<file path="src/rtl/text_pkg.sv">
// Shared types and constants for the text line renderer and its reveal FSM.
package text_pkg;

  typedef enum logic [1:0] {
    ST_IDLE   = 2'd0,
    ST_REVEAL = 2'd1,
    ST_DONE   = 2'd2
  } reveal_state_e;

  localparam int SPACE_CODE   = 0;
  localparam int CURSOR_ROWS  = 2;
  localparam int BLINK_PERIOD = 16;

  // Bits needed to hold values 0..n-1, never less than one.
  function automatic int width_of(input int n);
    return (n > 1) ? $clog2(n) : 1;
  endfunction

endpackage

</file>
<file path="src/rtl/text_reveal_fsm.sv">
// Frame-paced typewriter reveal: counts frame_ticks and grows the visible prefix.
// Optional cursor blink flop is built when TEXT_CURSOR_BLINK_EN is defined.
module text_reveal_fsm
  import text_pkg::*;
#(
  parameter int N_CHARS       = 16,
  parameter int REVEAL_FRAMES = 4,
  parameter int VIS_W         = width_of(N_CHARS + 1)
) (
  input  logic             clk,
  input  logic             rst,
  input  logic             start_reveal,
  input  logic             frame_tick,
  output logic [VIS_W-1:0] vis_count,
  output logic             busy,
  output logic             reveal_done
`ifdef TEXT_CURSOR_BLINK_EN
  ,
  output logic             blink
`endif
);

  localparam int FC_W = width_of(REVEAL_FRAMES);
  localparam logic [VIS_W-1:0] VIS_ALL = VIS_W'(N_CHARS);
  localparam logic [FC_W-1:0]  FC_LAST = FC_W'(REVEAL_FRAMES - 1);

  reveal_state_e    state, state_nxt;
  logic [FC_W-1:0]  frame_cnt, frame_cnt_nxt;
  logic [VIS_W-1:0] vis_nxt;
  logic             done_nxt;

  always_ff @(posedge clk or posedge rst) begin
    if (rst) begin
      state       <= ST_IDLE;
      frame_cnt   <= '0;
      vis_count   <= VIS_ALL;
      reveal_done <= 1'b0;
    end else begin
      state       <= state_nxt;
      frame_cnt   <= frame_cnt_nxt;
      vis_count   <= vis_nxt;
      reveal_done <= done_nxt;
    end
  end

  always_comb begin
    state_nxt     = state;
    frame_cnt_nxt = frame_cnt;
    vis_nxt       = vis_count;
    done_nxt      = 1'b0;
    // start_reveal restarts from any state and wins over a same-cycle tick
    if (start_reveal) begin
      state_nxt     = ST_REVEAL;
      frame_cnt_nxt = '0;
      vis_nxt       = '0;
    end else begin
      unique case (state)
        ST_REVEAL: begin
          if (frame_tick) begin
            if (frame_cnt == FC_LAST) begin
              frame_cnt_nxt = '0;
              vis_nxt       = vis_count + VIS_W'(1);
              if (vis_nxt == VIS_ALL) begin
                state_nxt = ST_DONE;
                done_nxt  = 1'b1;
              end
            end else begin
              frame_cnt_nxt = frame_cnt + FC_W'(1);
            end
          end
        end
        default: vis_nxt = VIS_ALL;
      endcase
    end
  end

  assign busy = (state == ST_REVEAL);

`ifdef TEXT_CURSOR_BLINK_EN
  localparam int BL_W = width_of(BLINK_PERIOD);
  logic [BL_W-1:0] blink_cnt;

  always_ff @(posedge clk or posedge rst) begin
    if (rst) begin
      blink_cnt <= '0;
      blink     <= 1'b1;
    end else if (frame_tick) begin
      if (blink_cnt == BL_W'(BLINK_PERIOD - 1)) begin
        blink_cnt <= '0;
        blink     <= ~blink;
      end else begin
        blink_cnt <= blink_cnt + BL_W'(1);
      end
    end
  end
`endif

endmodule

</file>
<file path="src/rtl/text_line_renderer.sv">
// Single-line string renderer: character buffer plus 2-stage scan-to-font-address pipeline.
// Cursor underline is built when TEXT_CURSOR_BLINK_EN is defined, otherwise cursor_px is 0.
module text_line_renderer
  import text_pkg::*;
#(
  parameter int CNT_WIDTH     = 10,
  parameter int ADDR_WIDTH    = 17,
  parameter int N_CHARS       = 16,
  parameter int CODE_WIDTH    = 5,
  parameter int CHAR_W        = 15,
  parameter int CHAR_H        = 30,
  parameter int FONT_IMG_W    = 405,
  parameter int SCALE_SHIFT   = 0,
  parameter int REVEAL_FRAMES = 4
) (
  input  logic                  clk,
  input  logic                  rst,
  input  logic [CNT_WIDTH-1:0]  h_cnt,
  input  logic [CNT_WIDTH-1:0]  v_cnt,
  input  logic [CNT_WIDTH-1:0]  h_start,
  input  logic [CNT_WIDTH-1:0]  v_start,
  input  logic                  wr_en,
  input  logic [5:0]            wr_idx,
  input  logic [CODE_WIDTH-1:0] wr_code,
  input  logic                  clear,
  input  logic                  start_reveal,
  input  logic                  frame_tick,
  output logic [ADDR_WIDTH-1:0] pixel_addr,
  output logic                  pixel_valid,
  output logic                  cursor_px,
  output logic                  busy,
  output logic                  reveal_done
);

  localparam int VIS_W = width_of(N_CHARS + 1);
  localparam int COL_W = width_of(CHAR_W);
  localparam int ROW_W = width_of(CHAR_H);
  localparam int SPAN  = N_CHARS * CHAR_W;

  logic [CODE_WIDTH-1:0] char_buf [N_CHARS];
  logic [VIS_W-1:0]      vis_count;

  always_ff @(posedge clk or posedge rst) begin
    if (rst) begin
      for (int i = 0; i < N_CHARS; i++) char_buf[i] <= CODE_WIDTH'(SPACE_CODE);
    end else if (clear) begin
      for (int i = 0; i < N_CHARS; i++) char_buf[i] <= CODE_WIDTH'(SPACE_CODE);
    end else if (wr_en) begin
      // Out-of-range indices match no slot and are dropped.
      for (int i = 0; i < N_CHARS; i++)
        if (wr_idx == 6'(i)) char_buf[i] <= wr_code;
    end
  end

  // ---- stage 1: scan position -> slot / column / row ----
  logic [CNT_WIDTH-1:0] dx_p0, dy_p0, sx_p0, sy_p0;
  logic                 vld_p0;
  logic [VIS_W-1:0]     slot_p0;
  logic [COL_W-1:0]     col_p0;
  logic [ROW_W-1:0]     row_p0;

  always_comb begin
    dx_p0   = h_cnt - h_start;
    dy_p0   = v_cnt - v_start;
    sx_p0   = dx_p0 >> SCALE_SHIFT;
    sy_p0   = dy_p0 >> SCALE_SHIFT;
    vld_p0  = (h_cnt >= h_start) && (v_cnt >= v_start) &&
              (int'(sx_p0) < SPAN) && (int'(sy_p0) < CHAR_H);
    slot_p0 = VIS_W'(int'(sx_p0) / CHAR_W);
    col_p0  = COL_W'(int'(sx_p0) % CHAR_W);
    row_p0  = ROW_W'(sy_p0);
  end

  logic             vld_p1;
  logic [VIS_W-1:0] slot_p1;
  logic [COL_W-1:0] col_p1;
  logic [ROW_W-1:0] row_p1;

  always_ff @(posedge clk or posedge rst) begin
    if (rst) vld_p1 <= 1'b0;
    else     vld_p1 <= vld_p0;
  end

  always_ff @(posedge clk) begin
    slot_p1 <= slot_p0;
    col_p1  <= col_p0;
    row_p1  <= row_p0;
  end

  // ---- stage 2: glyph lookup -> font ROM address ----
  logic [CODE_WIDTH-1:0] code_p1;
  logic [ADDR_WIDTH-1:0] addr_p1;
  logic                  show_p1;

  always_comb begin
    code_p1 = CODE_WIDTH'(SPACE_CODE);
    for (int i = 0; i < N_CHARS; i++)
      if (slot_p1 == VIS_W'(i)) code_p1 = char_buf[i];
    addr_p1 = ADDR_WIDTH'(int'(code_p1) * CHAR_W + int'(col_p1) + FONT_IMG_W * int'(row_p1));
    show_p1 = vld_p1 && (slot_p1 < vis_count);
  end

  always_ff @(posedge clk or posedge rst) begin
    if (rst) begin
      pixel_valid <= 1'b0;
      pixel_addr  <= '0;
    end else begin
      pixel_valid <= show_p1;
      pixel_addr  <= show_p1 ? addr_p1 : '0;
    end
  end

`ifdef TEXT_CURSOR_BLINK_EN
  logic blink;
  logic cursor_p1;

  // slot == vis_count can only hold while vis_count < N_CHARS, since slot < N_CHARS when in range.
  assign cursor_p1 = busy && blink && vld_p1 && (slot_p1 == vis_count) &&
                     (int'(row_p1) >= CHAR_H - CURSOR_ROWS);

  always_ff @(posedge clk or posedge rst) begin
    if (rst) cursor_px <= 1'b0;
    else     cursor_px <= cursor_p1;
  end
`else
  assign cursor_px = 1'b0;
`endif

  text_reveal_fsm #(
    .N_CHARS       (N_CHARS),
    .REVEAL_FRAMES (REVEAL_FRAMES),
    .VIS_W         (VIS_W)
  ) u_reveal (
    .clk          (clk),
    .rst          (rst),
    .start_reveal (start_reveal),
    .frame_tick   (frame_tick),
    .vis_count    (vis_count),
    .busy         (busy),
    .reveal_done  (reveal_done)
`ifdef TEXT_CURSOR_BLINK_EN
    ,
    .blink        (blink)
`endif
  );

endmodule

</file>
<file path="config.mk">
export PLATFORM = sky130hd
export DESIGN_NAME = text_line_renderer
export DESIGN_NICKNAME = d
export VERILOG_FILES = /design/src/rtl/text_pkg.sv /design/src/rtl/text_reveal_fsm.sv /design/src/rtl/text_line_renderer.sv
export SDC_FILE = /design/constraint.sdc
export NUM_CORES = 1
export LEC_CHECK = 0
export BUFFER_PORTS_ARGS = -buffer_cell sky130_fd_sc_hd__buf_2
export CORE_AREA = 2 2 168 104
export DETAILED_ROUTE_END_ITERATION = 12
export DIE_AREA = 0 0 170 106
export GPL_ROUTABILITY_DRIVEN = 0
export GPL_TIMING_DRIVEN = 0
export PLACE_DENSITY_LB_ADDON = 0.25
export SLEW_MARGIN = 20
export SYNTH_ARGS = -nofsm -noshare
export SYNTH_HDL_FRONTEND = slang
export SYNTH_SLANG_ARGS = --single-unit
export TNS_END_PERCENT = 100
</file>
<file path="constraint.sdc">
create_clock -name clk -period 7.25 [get_ports clk]
set_clock_uncertainty 0.2 [all_clocks]
set_input_delay 1.45 -clock clk [delete_from_list [all_inputs] [get_ports clk]]
set_output_delay 1.45 -clock clk [all_outputs]
set_load 0.01 [all_outputs]
</file>
Word level (Yosys, flattened, before mapping) --
Index checks and enable logic that the tools add are counted.
Storage, ports and cells: register bits after elaboration 121, bits in latches 0, memory bits (writable) 0, memory bits (read-only) 0, bits of input ports 57, output and inout bits 21, word-level logic and storage cells 175, memories 0
Operators by class: add/sub/neg operators 6, multiply operators 2, div/mod/pow operators 2, order comparisons 5, eq/ne operators 35, shift-type cells 0, muxes and demuxes 53, bitwise operators 0, reduce and logical (&&, ||, !) cells 46
Operators by type and width (count):
- $mux 5 | 36
- $mux 80 | 2
- $eq 6x4->1 const B | 8
- $reduce_bool 2->1 | 21
- $eq 5x4->1 const B | 8
- $reduce_and 2->1 | 18
- $div 11x5->32 const B | 1
- $mod 11x5->32 const B | 1
- $eq 6x3->1 const B | 4
- $eq 5x3->1 const B | 4
- $ge 10x10->1 | 2
- $sub 10x10->10 | 2
- $mux 2 | 9
- $add 10x14->15 | 1
- $mux 15 | 1
- $mul 9x5->14 const A | 1
- $eq 6x2->1 const B | 2
- $add 9x4->10 | 1
- $eq 5x2->1 const B | 2
- $lt 10x5->1 const B | 1
- $lt 10x8->1 const B | 1
- $mul 5x4->9 const B | 1
- $eq 6x1->1 const B | 1
- $logic_not 6->1 | 1
- 13 further kinds | 20

Longest topological paths before layout --
Gate-level depths: netlist of the first run.
word-level depth 21, mapped depth 31

Hierarchy --
A second synthesis of the first run with hierarchy kept.
Second synthesis, totals: cells, all modules 974, area, all modules 9097.5 um^2
By module, submodules not included:
- text_line_renderer | instances 1, cells an instance 926, area an instance 8604.5 um^2, sequential area each 2707.6 um^2
- text_reveal_fsm | instances 1, cells an instance 48, area an instance 493.0 um^2, sequential area each 251.5 um^2

Least setup slack after synthesis of the first run --
OpenSTA, ideal clock, no wires.
kind register to register, start register slot_p1[4], end register pixel_addr[14], library setup time 0.132 ns, arrival 6.407 ns, required time 6.918 ns, slack 0.511 ns, cell stages (with the launch flop) 31, buffers on the path 0, period minus slack after synthesis 6.739 ns, path through dfxtp_1 > nor4b_1 > a22oi_1 > a21oi_1 > a221oi_1 > nand2_1 > mux2i_1 > nand2_1 > mux2i_1 > nand3_1 > fa_1 > ha_1 > inv_1 > fa_1 > fa_1 > fa_1 > inv_1 > ha_1 > a21oi_1 > o21ai_0 > a21oi_1 > o21ai_0 > a21oi_1 > o21bai_1 > a21oi_1 > o21bai_1 > a21oi_1 > o21bai_1 > a21oi_1 > xnor2_1 > nor2_1
Between the ends: cells in the longest elaborated chain, start to end 21
RTL lines:
- start, declared | line text_line_renderer.sv:75 | logic [VIS_W-1:0] slot_p1;
- start signal, assigned | line text_line_renderer.sv:85 | slot_p1 <= slot_p0;
- $logic_not 5->1 | line text_line_renderer.sv:98 | if (slot_p1 == VIS_W'(i)) code_p1 = char_buf[i];
- $mux 5 (16 in series) | line text_line_renderer.sv:98
- $mul 5x4->9 | line text_line_renderer.sv:99 | addr_p1 = ADDR_WIDTH'(int'(code_p1) * CHAR_W + int'(col_p1) + FONT_IMG_W * int'(row_p1));
- $add 9x4->10 | line text_line_renderer.sv:99
- $add 10x14->15 | line text_line_renderer.sv:99
- $mux 15 * | line text_line_renderer.sv:109 | pixel_addr <= show_p1 ? addr_p1 : '0;
- end signal, assigned | line text_line_renderer.sv:109
- end, declared | line text_line_renderer.sv:28 | output logic [ADDR_WIDTH-1:0] pixel_addr,
Mark *: on every way between the ends. The rest lies on a longest branch, timed or not. A chain may end at the register's enable or synchronous reset.

Worst setup path after layout of the first run --
start register slot_p1[1], end register pixel_addr[13]
The elaborated chain is that of the path after synthesis.

==> flow_summary_export.csv, run 1 <==
group,metric,value,unit
cts,cts-buffers-inserted,17,
timing,setup_viol,0,
place,placement.io_buffers,73,
worst_setup_path,worst_ep_arrival_time,7010,ps
timing,final_min_period_over_clock_period,95.5,%
cts,clock_insertion_delay_worst_skew,420,ps
cts,numClockSinks,121,
floorplan,placeable_core_area,16700,sq um
layout,final_common_cell,"sky130_fd_sc_hd__nor2_1",
pwr,power.density_cell_area,483,nW/um^2
routing,postRouteWirelength,21.3,mm
cts,clock_path_buffers,2,
cts,tritoncts_clock_tree,"built",
cts,h-tree-depth,4,
floorplan,initial_utilization,53.3,%
layout,layout.cells.most_common_list,"151 x sky130_fd_sc_hd__nor2_1, 106 x sky130_fd_sc_hd__dfrtp_1, 95 x sky130_fd_sc_hd__inv_1, 87 x sky130_fd_sc_hd__mux2i_1, 84 x sky130_fd_sc_hd__ha_1",
synth,synth.lib_cells_used.distinct,79,
synth,synthFlopType,"sky130_fd_sc_hd__dfrtp_1",
layout,final_area,10400,sq um
timing,period_minus_slack,6920,ps
floorplan,core.rowCount,37,
worst_setup_path,slowest_stage,"sky130_fd_sc_hd__fa_1",
worst_setup_path,critical_path_max_stage_delay,510,ps
cts,cts-hold-fix-buffers,0,
routing,postRouteAntennaNets,0,
global_routing,grt_pass1_vias,6725,
global_routing,first_pass_grt_wire_length,34.7,mm
layout,fill_cells,1424,
timing,fmax,0.144,GHz
routing,drtPass1Iterations,5,
global_routing,total_routing_usage_reported_by_global_routing,24.9,%
synth,postSynthRegisterBits,121,
floorplan,fp.dieW,170,um
worst_setup_path,crit_fanout,9,
timing,final-hold-violation-count,0,
timing,worst_pin_slew,820,ps
timing,maxSlewViolCount,0,
min_path,worstHoldPathType,"register to register",
routing,vias,7153,
synth,netlist_area,8890,sq um
place,detailed_place_hpwl,16.1,mm
pwr,p_leak,5.09,nW
synth,ys_async_sr_fraction,88.4,%
routing,drt_first_iter_violations,663,
cts,clock_tree.root_cell,"sky130_fd_sc_hd__clkbuf_16",
synth,avgSynthCellArea,9.44,sq um
global_routing,grt_start_max_net_pins,57,
synth,synth_enable_flop_cells,0,
status,status,"complete, no violations",
floorplan,io_pins,78,
place,placedInstanceArea,9590,sq um
synth,synth_top_area_share,29.8,%
timing,timing.max_slew.rel_slack,45.1,%
job,number_of_maximum_capacitance_constraint_violations,0,
routing,drc,0,
pwr,totalPowerFinal,5.00,mW
synth,synth_area_leaders,"sky130_fd_sc_hd__dfrtp_1 30%, sky130_fd_sc_hd__ha_1 12%, sky130_fd_sc_hd__mux2i_1 9.9%",
pwr,power.ir.vdd_worst,0.421,mV
worst_setup_path,critPathCaptureType,"register",
routing,avgRoutedWirePerCell,16.8,um
timing,rsz0062_at_grt,"true",
layout,layout.nets,1206,
worst_setup_path,critPathLaunchType,"register",
routing,routed_via_density,5.64,
layout,drive_gt1_share,15.9,%
cts,clk_transition_reported_paths,60,ps
synth,ys_seq_area_share,33.3,%
worst_setup_path,cp_common_cell,"sky130_fd_sc_hd__fa_1",
layout,diodes,0,
floorplan,die_height,106,um
worst_setup_path,critical_path_required,7340,ps
synth,synth_cells,942,
synth,post_synth_top_area_cell,"sky130_fd_sc_hd__dfrtp_1",
global_routing,antenna_found_initial,0,
synth,yosysWarnings,0,
floorplan,design.die.area,18000,sq um
layout,flow.area_growth_from_synthesis,16.5,%
worst_setup_path,critPathKind,"register to register",
global_routing,grt.overflow.total,0,
[power breakdown]
part / total, mW / internal [mW] / switching, mW
Sequential: 0.764 / 0.717 / 0.0471
Clock: 0.928 / 0.596 / 0.332
Combinational: 3.31 / 1.46 / 1.85
[Yosys cell counts (5+ instances only)]
master,n
sky130_fd_sc_hd__xnor2_1,22
sky130_fd_sc_hd__nand2b_1,15
sky130_fd_sc_hd__or3_1,5
sky130_fd_sc_hd__nand4_1,7
sky130_fd_sc_hd__and2_1,6
sky130_fd_sc_hd__xor2_1,10
sky130_fd_sc_hd__inv_1,96
sky130_fd_sc_hd__nand3_1,19
sky130_fd_sc_hd__a22o_1,5
sky130_fd_sc_hd__o21bai_1,5
sky130_fd_sc_hd__clkbuf_1,20
sky130_fd_sc_hd__o21ai_1,5
sky130_fd_sc_hd__a221oi_1,8
sky130_fd_sc_hd__nand2_1,41
sky130_fd_sc_hd__o21ai_0,21
sky130_fd_sc_hd__a22oi_1,23
sky130_fd_sc_hd__a21oi_1,36
sky130_fd_sc_hd__nor2_1,151
sky130_fd_sc_hd__mux2i_1,88
sky130_fd_sc_hd__nand3b_1,7
sky130_fd_sc_hd__fa_1,24
sky130_fd_sc_hd__nor3_1,12
sky130_fd_sc_hd__nor2b_1,9
sky130_fd_sc_hd__dfxtp_1,14
sky130_fd_sc_hd__dfrtp_1,106
sky130_fd_sc_hd__a21o_1,13
sky130_fd_sc_hd__ha_1,84
[worst max-delay path, delay by kind of cell (launching register included)]
| kind | cells | cell delay [ps] |
|---|---|---|
| multiplexers | 2 | 390 |
| AO/OA/AOI/OAI | 11 | 1860 |
| AND/OR/NAND/NOR | 9 | 1020 |
| buffers and inverters | 3 | 270 |
| adder cells (fa/ha/maj) | 6 | 2530 |
| flip-flops | 1 | 360 |
| XOR/XNOR | 1 | 150 |
[flip-flops by register name (all words and copies together) (netlist names)]
| name | flops |
|---|---|
| u_reveal.vis_count | 5 |
| pixel_addr | 15 |
| vld_p1 | 1 |
| u_reveal.state | 2 |
| row_p1 | 5 |
| pixel_valid | 1 |
| u_reveal.reveal_done | 1 |
| char_buf | 80 |
| slot_p1 | 5 |
| col_p1 | 4 |
| u_reveal.frame_cnt | 2 |
[kinds of logic (layout without fill, tap and decap cells)]
group                    after synthesis  after routing  synth area share (%)
AND/OR/NAND/NOR                      293            293                  15.4
XOR/XNOR                              34             34                  3.64
buffers and inverters                124            234                  5.50
flip-flops                           121            121                  33.3
adder cells (fa/ha/maj)              109            109                  17.3
multiplexers                          90             90                  10.2
other                                  1              3                0.0422
AO/OA/AOI/OAI                        170            170                  14.6
[layout make-up]
| type | count | area (sq um) | area share (%) |
|---|---|---|---|
| inverter | 96 | 365 | 3.53 |
| buffer | 28 | 130 | 1.26 |
| clock inverter | 13 | 191 | 1.85 |
| sequential | 121 | 2970 | 28.7 |
| clock buffer | 19 | 453 | 4.37 |
| timing repair buffer | 78 | 418 | 4.04 |
| tap | 214 | 268 | 2.59 |
| multi-input combinational | 699 | 5560 | 53.7 |
[repair_timing]
action                                  CTS  global route
endpoints found under the setup margin    4             4
gates resized for setup                  11            18
setup buffers                             0             2
pin swaps                                 2            10
[final timing paths]
path                                   startpoint                 to  slack (ps)  depth (start not counted)
worst max-delay path                   slot_p1[1]     pixel_addr[13]         330                         32
worst min-delay path            u_reveal.state[1]  u_reveal.state[1]         320                          2
worst max register to register         slot_p1[1]     pixel_addr[13]         330                         32
worst min register to register  u_reveal.state[1]  u_reveal.state[1]         320                          2
max in group asynchronous                     rst      pixel_addr[9]        5340                          3
min in group asynchronous                     rst       char_buf[39]         870                          2
[routing by layer]
layer	wire length, um	global-route usage, %
met5	0	0
met4	199	5.37
met3	1660	6.25
met2	8320	33.0
met1	11100	39.9
[stage by stage]
stage	setup WS (ps)	utilization, %	instances	hold slack [ps]	setup TNS, ps
after floorplan	511	-	944	279	0
after global placement	-1170	57.2	1231	301	-5770
after detailed placement	-372	57.5	1234	307	-929
after CTS	24.2	61.7	1266	321	0
after global routing	-49.8	62.1	1268	334	-50.7
final	327	62.1	1268	321	0
Power figures use the tool's default switching activity.
==> run 2: changes to the inputs <==
- CORE_AREA: 2 2 168 104 -> 2 2 196 121
- DIE_AREA: 0 0 170 106 -> 0 0 198 123
==> run 2 against run 1 <==
Net effect:
- total power grew 2.2%
- register-to-register slack gained 30 ps
- utilization shrank 16 points
- global-route usage shrank 5.5 points
- sequential power is essentially flat
- worst hold slack lost 0.64 ps
- clock-buffer cell count grew 1
- critical endpoint is now pixel_addr[14]
- largest cell class unchanged
- highest routed layer unchanged
==> flow_summary_export.csv, run 2 (synthesized netlist as in run 1, its figures left out) <==
group,metric,value,unit
status,status,"complete, no violations",
floorplan,design.die.area,24400,sq um
cts,clk_transition_reported_paths,50,ps
cts,clock_path_buffers,2,
global_routing,groute.layer.met3.usage,3.60,%
worst_setup_path,critPathKind,"register to register",
global_routing,antenna_found_initial,0,
layout,largest_register,"char_buf",
worst_setup_path,crit_fanout,7,
global_routing,grt.overflow.total,0,
pwr,power.density_cell_area,486,nW/um^2
floorplan,fp.dieW,198,um
routing,avgRoutedWirePerCell,16.4,um
floorplan,initial_utilization,39.3,%
timing,fmax,0.145,GHz
worst_setup_path,critPathLaunchType,"register",
cts,cts-buffers-inserted,17,
timing,final-hold-violation-count,0,
cts,numClockSinks,121,
timing,timing.max_slew.rel_slack,47.2,%
global_routing,total_routing_usage_reported_by_global_routing,19.4,%
min_path,worst_hold_path.endpoint,"char_buf[15]",
job,number_of_maximum_capacitance_constraint_violations,0,
worst_setup_path,critPathCaptureType,"register",
place,dpl.cell_count,1336,
timing,period_minus_slack,6900,ps
place,detailed_place_hpwl,17.3,mm
worst_setup_path,slowest_stage,"sky130_fd_sc_hd__fa_1",
global_routing,grt_start_max_net_pins,59,
cts,clock_insertion_delay_worst_skew,420,ps
layout,final-instance-count-excl-fill,1371,
place,placement.io_buffers,73,
routing,drc,0,
min_path,worstHoldPathCells,2,
pwr,totalPowerFinal,5.11,mW
routing,vias,7115,
timing,final.setup.tns,0,ps
pwr,power.ir.vdd_worst,0.405,mV
layout,final_common_cell,"sky130_fd_sc_hd__nor2_1",
global_routing,grtUsageMet1,32.2,%
worst_setup_path,setup.reg_to_reg.worst_slack,350,ps
cts,h-tree-depth,4,
global_routing,global_route.usage.met2,24.6,%
floorplan,io_pins,78,
layout,flow.area_growth_from_synthesis,18.4,%
layout,registers_with_the_highest_flip_flop_counts,"char_buf: 80 flops, pixel_addr: 15 flops",
layout,drive_gt1_share,16.7,%
routing,postRouteAntennaNets,0,
routing,drtPass1Iterations,5,
cts,tritoncts_clock_tree,"built",
floorplan,die_height,123,um
timing,final_min_period_over_clock_period,95.1,%
timing,setup_viol,0,
worst_setup_path,worst_ep_arrival_time,6980,ps
cts,clock_tree.root_cell,"sky130_fd_sc_hd__clkbuf_16",
worst_setup_path,r2r_cells,31,
min_path,worstHoldPathType,"register to register",
timing,maxSlewViolCount,0,
worst_setup_path,timing.rr.start,"slot_p1[1]",
min_path,hold_path_startpoint,"char_buf[15]",
routing,routed_via_density,5.19,
timing,worst_pin_slew,786,ps
floorplan,placeable_core_area,22700,sq um
layout,layout.nets,1208,
worst_setup_path,critical_path_required,7330,ps
worst_setup_path,rr_endpoint,"pixel_addr[14]",
routing,postRouteWirelength,22.4,mm
routing,drt_first_iter_violations,399,
pwr,p_leak,5.11,nW
global_routing,first_pass_grt_wire_length,36.1,mm
floorplan,core.rowCount,43,
layout,layout.cells.most_common_list,"150 x sky130_fd_sc_hd__nor2_1, 106 x sky130_fd_sc_hd__dfrtp_1, 95 x sky130_fd_sc_hd__inv_1, 87 x sky130_fd_sc_hd__mux2i_1, 84 x sky130_fd_sc_hd__ha_1",
worst_setup_path,critical_path_max_stage_delay,550,ps
layout,diodes,0,
layout,largest_register_ff_count,80,
global_routing,most_heavily_used_metal_layer_in_global_routing,"met1",
cts,cts-hold-fix-buffers,0,
global_routing,grt_pass1_vias,6629,
run 2: how the worst max path moves through the flow:
| stage | startpoint | to | slack (ps) | cells past startpoint |
|---|---|---|---|---|
| finish | slot_p1[1] | pixel_addr[14] | 350 | 31 |
| global route | slot_p1[1] | pixel_addr[14] | -10 | 31 |
| CTS | slot_p1[1] | pixel_addr[14] | 10 | 31 |
| detailed placement | slot_p1[4] | pixel_addr[13] | -390 | 32 |
| global placement | slot_p1[1] | pixel_addr[14] | -1300 | 30 |
| floorplan | slot_p1[4] | pixel_addr[14] | 510 | 30 |
run 2: final cells by class:
type	count	area [sq um]
repair buffers	80	435
clock inverters	12	196
well taps	315	394
fillers	2176	12100
multi-input cells	699	5580
clock buffers	20	457
inverters	96	365
flip-flops and latches	121	2970
plain buffers	28	130
run 2: critical path, delay by kind of cell, from the launching register on:
kind                       cells  cell delay (ps)
AOI/OAI and AO/OA             13             2060
xor gates and xnor gates       1              130
adders and majority gates      6             2630
DFF                            1              360
muxes                          2              370
buffers and inverters          4              360
and+or+nand+nor                5              600
run 2: metal layers:
| layer | vias to the layer above | routed length [um] |
|---|---|---|
| met5 | - | 0 |
| met4 | 0 | 190 |
| met2 | 184 | 8470 |
| li1 | 3482 | - |
| met1 | 3438 | 12600 |
| met3 | 11 | 1200 |
run 2: repair_timing:
| item | in CTS | in global routing |
|---|---|---|
| setup endpoints to repair | 4 | 4 |
| buffers inserted | 0 | 3 |
| resized for setup | 11 | 24 |
| pin swaps | 0 | 4 |
run 2: where the power goes:
part | leakage [nW] | switching (mW) | internal, mW
clock network | 0.314 | 0.314 | 0.626
logic | 3.19 | 1.90 | 1.51
registers | 1.60 | 0.0467 | 0.717
run 2: stage by stage:
stage,area (sq um),setup WS [ps],hold slack [ps],utilization (%)
6_report,10500,353,320,46.5
5_1_grt,10500,-12.4,340,46.5
4_1_cts,10400,10.0,326,46.0
3_5_place_dp,9730,-387,311,43.0
3_3_place_gp,9660,-1300,295,42.6
2_1_floorplan,8900,511,279,-
